$ cat src/rtl/fetch_pkg.sv
// Shared types and constants for the instruction-fetch front end.
package fetch_pkg;
  localparam int XLEN = 32;
  localparam logic [XLEN-1:0] PC_STEP = 32'd4;

  typedef struct packed {
    logic [XLEN-1:0] pc;
    logic [XLEN-1:0] instr;
  } fetch_entry_t;

  localparam int ENTRY_W = $bits(fetch_entry_t);
endpackage

$ cat src/rtl/fetch_fifo.sv
// Synchronous fetch FIFO. The head comes straight from storage, so it holds
// steady while decode stalls. Flush beats push and pop.
module fetch_fifo #(
  parameter int DEPTH = 2,
  parameter int W     = 64
) (
  input  logic         clk,
  input  logic         rst_n,
  input  logic         push,
  input  logic         pop,
  input  logic         flush,
  input  logic [W-1:0] din,
  output logic         full,
  output logic         empty,
  output logic [W-1:0] head
);
  localparam int AW = $clog2(DEPTH);

  logic [W-1:0] mem [DEPTH];
  logic [AW:0]  wr_ptr, rd_ptr;
  logic         do_push, do_pop;

  // The extra pointer bit tells full from empty when the indices match.
  assign empty   = (wr_ptr == rd_ptr);
  assign full    = (wr_ptr[AW] != rd_ptr[AW]) && (wr_ptr[AW-1:0] == rd_ptr[AW-1:0]);
  assign do_pop  = pop & ~empty;
  assign do_push = push & (~full | do_pop);
  assign head    = mem[rd_ptr[AW-1:0]];

  // Pointer and storage update; storage is cleared on reset so the head reads zero.
  always_ff @(posedge clk) begin
    if (!rst_n) begin
      wr_ptr <= '0;
      rd_ptr <= '0;
      for (int i = 0; i < DEPTH; i++) mem[i] <= '0;
    end else if (flush) begin
      wr_ptr <= '0;
      rd_ptr <= '0;
    end else begin
      if (do_push) begin
        mem[wr_ptr[AW-1:0]] <= din;
        wr_ptr              <= wr_ptr + 1'b1;
      end
      if (do_pop) rd_ptr <= rd_ptr + 1'b1;
    end
  end
endmodule

$ cat src/rtl/fetch_unit.sv
// Instruction-fetch front end: PC register, combinational imem address,
// and a small FIFO feeding decode. Redirects flush the FIFO and reload PC.
// Optional macro FETCH_MISALIGN_CHECK_EN: a misaligned redirect sets a
// sticky flag that stops all fetching until reset; without it the redirect
// target is simply word-aligned.
import fetch_pkg::*;

module fetch_unit #(
  parameter logic [31:0] RESET_PC = 32'h0000_0000,
  parameter int          DEPTH    = 2
) (
  input  logic        clk,
  input  logic        rst_n,
  output logic [31:0] imem_pc,
  input  logic [31:0] imem_instr,
  input  logic        redirect_valid,
  input  logic [31:0] redirect_pc,
  input  logic        halt,
  output logic        if_valid,
  output logic [31:0] if_instr,
  output logic [31:0] if_pc,
  input  logic        if_ready,
  output logic        fetch_misaligned
);
  logic [XLEN-1:0] pc;
  logic            misaligned;
  logic            redirect_bad;
  logic            push, pop, full, empty;
  fetch_entry_t    wr_entry, head_entry;

`ifdef FETCH_MISALIGN_CHECK_EN
  assign redirect_bad = redirect_valid & (redirect_pc[1:0] != 2'b00);

  // Sticky misalignment flag; only reset clears it.
  always_ff @(posedge clk) begin
    if (!rst_n)            misaligned <= 1'b0;
    else if (redirect_bad) misaligned <= 1'b1;
  end
`else
  assign redirect_bad = 1'b0;
  assign misaligned   = 1'b0;
`endif

  assign fetch_misaligned = misaligned;
  assign imem_pc          = pc;

  // Redirect outranks both sides of the FIFO; a full FIFO still accepts a
  // push when the head leaves in the same cycle.
  assign pop  = ~empty & if_ready & ~redirect_valid;
  assign push = ~halt & ~redirect_valid & ~misaligned & (~full | pop);

  assign wr_entry.pc    = pc;
  assign wr_entry.instr = imem_instr;

  // Program counter: reset, redirect target (word aligned), or sequential step.
  always_ff @(posedge clk) begin
    if (!rst_n)                              pc <= RESET_PC;
    else if (redirect_valid & ~redirect_bad) pc <= redirect_pc & ~32'h3;
    else if (push)                           pc <= pc + PC_STEP;
  end

  fetch_fifo #(.DEPTH(DEPTH), .W(ENTRY_W)) u_fifo (
    .clk   (clk),
    .rst_n (rst_n),
    .push  (push),
    .pop   (pop),
    .flush (redirect_valid),
    .din   (wr_entry),
    .full  (full),
    .empty (empty),
    .head  (head_entry)
  );

  assign if_valid = ~empty;
  assign if_instr = head_entry.instr;
  assign if_pc    = head_entry.pc;
endmodule

$ cat config.mk
export PLATFORM = sky130hd
export DESIGN_NAME = fetch_unit
export DESIGN_NICKNAME = d
export VERILOG_FILES = /design/src/rtl/fetch_pkg.sv /design/src/rtl/fetch_fifo.sv /design/src/rtl/fetch_unit.sv
export SDC_FILE = /design/constraint.sdc
export NUM_CORES = 1
export LEC_CHECK = 0
export CAP_MARGIN = 20
export CORE_ASPECT_RATIO = 1.25
export CORE_UTILIZATION = 53
export CTS_BUF_LIST = sky130_fd_sc_hd__clkbuf_8
export CTS_CLUSTER_DIAMETER = 30
export DETAILED_ROUTE_END_ITERATION = 6
export PLACE_DENSITY = 0.83
export SKIP_CTS_REPAIR_TIMING = 1
export SLEW_MARGIN = 25
export SYNTH_ARGS = -nofsm -noshare
export SYNTH_HDL_FRONTEND = slang
export SYNTH_HIERARCHICAL = 1
export SYNTH_SLANG_ARGS = --single-unit
$ cat constraint.sdc
create_clock -name clk -period 8.8 [get_ports clk]
set_input_delay 1.76 -clock clk [delete_from_list [all_inputs] [get_ports clk]]
set_output_delay 1.76 -clock clk [all_outputs]
set_load 0.01 [all_outputs]
==> key figures <==
Timing
  • Final setup viols: 0
  • Worst slew pin tran: 952 ps
  • Crit path time final: 4400 ps
  • Setup TNS: 0 ps
  • Max Slew Vio Count: 0
  • Clock Skew: 12.1 ps
  • RSZ-0062 raised after global routing: false
  • Relative slew margins: 0.363
  • PnR worst setup slack: approximately 4400 ps
  • Achievable frequency: 0.227 GHz
  • Final hold viol count: 0
  • Fin crit share: 0.500

Pwr
  • P_leak: 0.00357 uW
  • Power density over the cells: ~160 nW/um^2
  • Maximum VDD drop: 93.4 uV

CTS
  • Max H-tree Level: 4
  • Clock Latency Late Sink: 440 ps
  • CTS tree: done
  • Max clock buf depth: 2
  • Worst-path clk slew: 80 ps
  • CTS buffer count: 17
  • # clock sinks: approximately 160
  • Clk root buf: clkbuf_8

Finish
  • Layout cells sized above 1: 0.240
  • Sequential cell area: between 4000 and 5000 sq um
  • # diodes: 0
  • Multi-input logic area: between 3000 and 4000 sq um
  • Net total in the final layout: 844
  • Fillers: 1033
  • Area grow syn2layout: 27.1%

Logic synthesis
  • FF+latch count, synth: 163
  • Synth Cell Area: 7950 sq um
  • Main combinational cell family by area after synthesis: simple AND/OR/NAND/NOR gates
  • Top_reg_cell synth: edfxtp_1
  • Syn avg cell area: 12.8 sq um
  • Most common cell in the netlist: edfxtp_1
  • Adder-cell share of the synthesized area: 0.00157
  • XOR/XNOR share of the synthesized area: 0.0162
  • Compound-cell area share of the yosys netlist: 0.0890
  • Synthesized-area fraction occupied by and/or/nand/nor cells: 0.198
  • Warning count from the yosys run: 6
  • Ys async rst share: 0
  • Distinct cells, synth: 61
  • Ranking of synthesized cells by area: edfxtp_1 (48%), mux2_2 (9.1%), dfxtp_1 (8.8%), and2_2 (6.6%), and2_1 (5.3%)
  • Synthesized instance count: approximately 620
  • Most instantiated cells after synthesis: edfxtp_1 (128), and2_2 (70), and2_1 (67)
  • Post-synth EDFFs: 128
  • Biggest area consumer among synthesized cells: edfxtp_1
  • Proportion of synthesized area in mux cells: 0.0932
  • Post-synthesis sequential area ratio: 0.572
  • Top cell type's share of synthesized area: 0.484

Route
  • WL per Instance: 19.0 um
  • Vias: 5616
  • Routed wire length: roughly 18 mm
  • Initial DRC Count: between 500 and 600
  • DRC viols: 12
  • ANT nets after route: 0
  • Drt pass-1 iters: 7
  • Vias per cell: around 5.8

Floorplanning
  • Number of top-level pins: between 150 and 200
  • Die H: 139 um
  • Core box area: ~15000 sq um
  • FP Rows: 49
  • Die area: about 15000 sq um
  • Initial cell density of the core: 0.547
  • Die W: approximately 110 um

Critical path
  • Crit Path Max Fanout: 64
  • Type of origin of the critical path: input port
  • Worst path required time: 8870 ps
  • Critical-path top delay cell: clkdlybuf4s50_1
  • Endpoint class of the critical path: flop
  • Crit-path cells: clkdlybuf4s50_1 > nor2_1 > nor3_1 > o31ai_4 > buf_4
  • CP peak stage delay: about 900 ps
  • CP arrival: 4470 ps
  • WS Path Type: in -> reg

Global routing
  • Initial antenna violation count: 0
  • Vias in the first global route: around 5.6k
  • GRT Resource Usage Total: 0.240
  • Largest net degree at the start of global routing: 65
  • First-pass GRT wire length: 28.6 mm
  • Global route overflow: 0

Placed design
  • Worst slack at placement: 3960 ps
  • Gp weighted congestion: between 0.8 and 0.9
  • Post-detail-place hpwl: 11.8 mm
  • Count of input and output buffers: 161

Outcome
  • Failing checks: DRC
  • Run status: finished with violations

Job
  • Max-cap viol count: 0

Min path
  • Hold crit path type: reg -> reg
## layer usage
metal	vias up	track usage	wire length (um)
li1	2633	-	-
met1	2745	0.272	7160
met2	209	0.429	9800
met3	29	0.0551	1040
met4	0	0.110	371
met5	-	0	0
## logic make-up after synthesis
family                     count (synthesis)
DFF                                      163
buffers and inverters                     49
other                                      1
adders and majority gates                  1
muxes                                     66
and+or+nand+nor                          234
xor gates and xnor gates                  13
AOI/OAI and AO/OA                         95
## critical path: cells and delay by family
| family | cells | cell delay (ps) |
|---|---|---|
| AND/OR/NAND/NOR | 2 | 760 |
| buffers and inverters | 2 | 1580 |
| AO/OA/AOI/OAI | 1 | 240 |
## power breakdown
group	internal (uW)	switching [uW]
clock	308	265
combinational	98.1	77.3
sequential	866	28.6
total	1270	371
## flip-flops by register name, indices dropped and copies added (netlist names), named ones only
name and flops:
imem_pc 30, u_fifo/rd_ptr 2, u_fifo/wr_ptr 2, u_fifo/mem 128
## cell usage in the layout (no fill, tap or decap), types with 8 or more instances in the layout
cell and count:
a211oi_1 8, a21oi_1 8, a31oi_1 19, and2_1 67
and2_2 70, clkbuf_8 21, clkdlybuf4s50_1 161, dfxtp_1 34
edfxtp_1 128, inv_1 8, mux2_2 64, nand2_1 11
nand3_1 10, nand4_1 10, nor2_1 10, o211ai_1 11
o21ai_0 17, or4_1 11
## metrics by stage
stage	cell area [sq um]	utilization	std cells	hold slack [ps]	total power [uW]
after floorplan	7970	-	628	527	982
after global placement	9680	0.666	933	546	1080
after detailed placement	9680	0.666	933	571	1090
after CTS	10100	0.695	965	583	1650
after global routing	10100	0.695	965	603	1700
final	10100	0.695	965	593	1640
## final timing paths
path                            slack, ps        startpoint                 to  cells past startpoint
worst max-delay path                 4400    redirect_valid  u_fifo/mem[0][55]                      5
worst min-delay path                  590  u_fifo/wr_ptr[1]   u_fifo/rd_ptr[1]                      2
worst max register to register       5500  u_fifo/wr_ptr[1]  u_fifo/mem[0][55]                      7
worst min register to register        590  u_fifo/wr_ptr[1]   u_fifo/rd_ptr[1]                      2
## layout make-up
cell class              count  area share
clock buffers              21      0.0286
well taps                 178      0.0220
repair buffers            168       0.165
multi-input cells         416       0.318
inverters                   8     0.00297
flip-flops and latches    163       0.450
clock inverters            11      0.0135
Power figures use the tool's default switching activity.
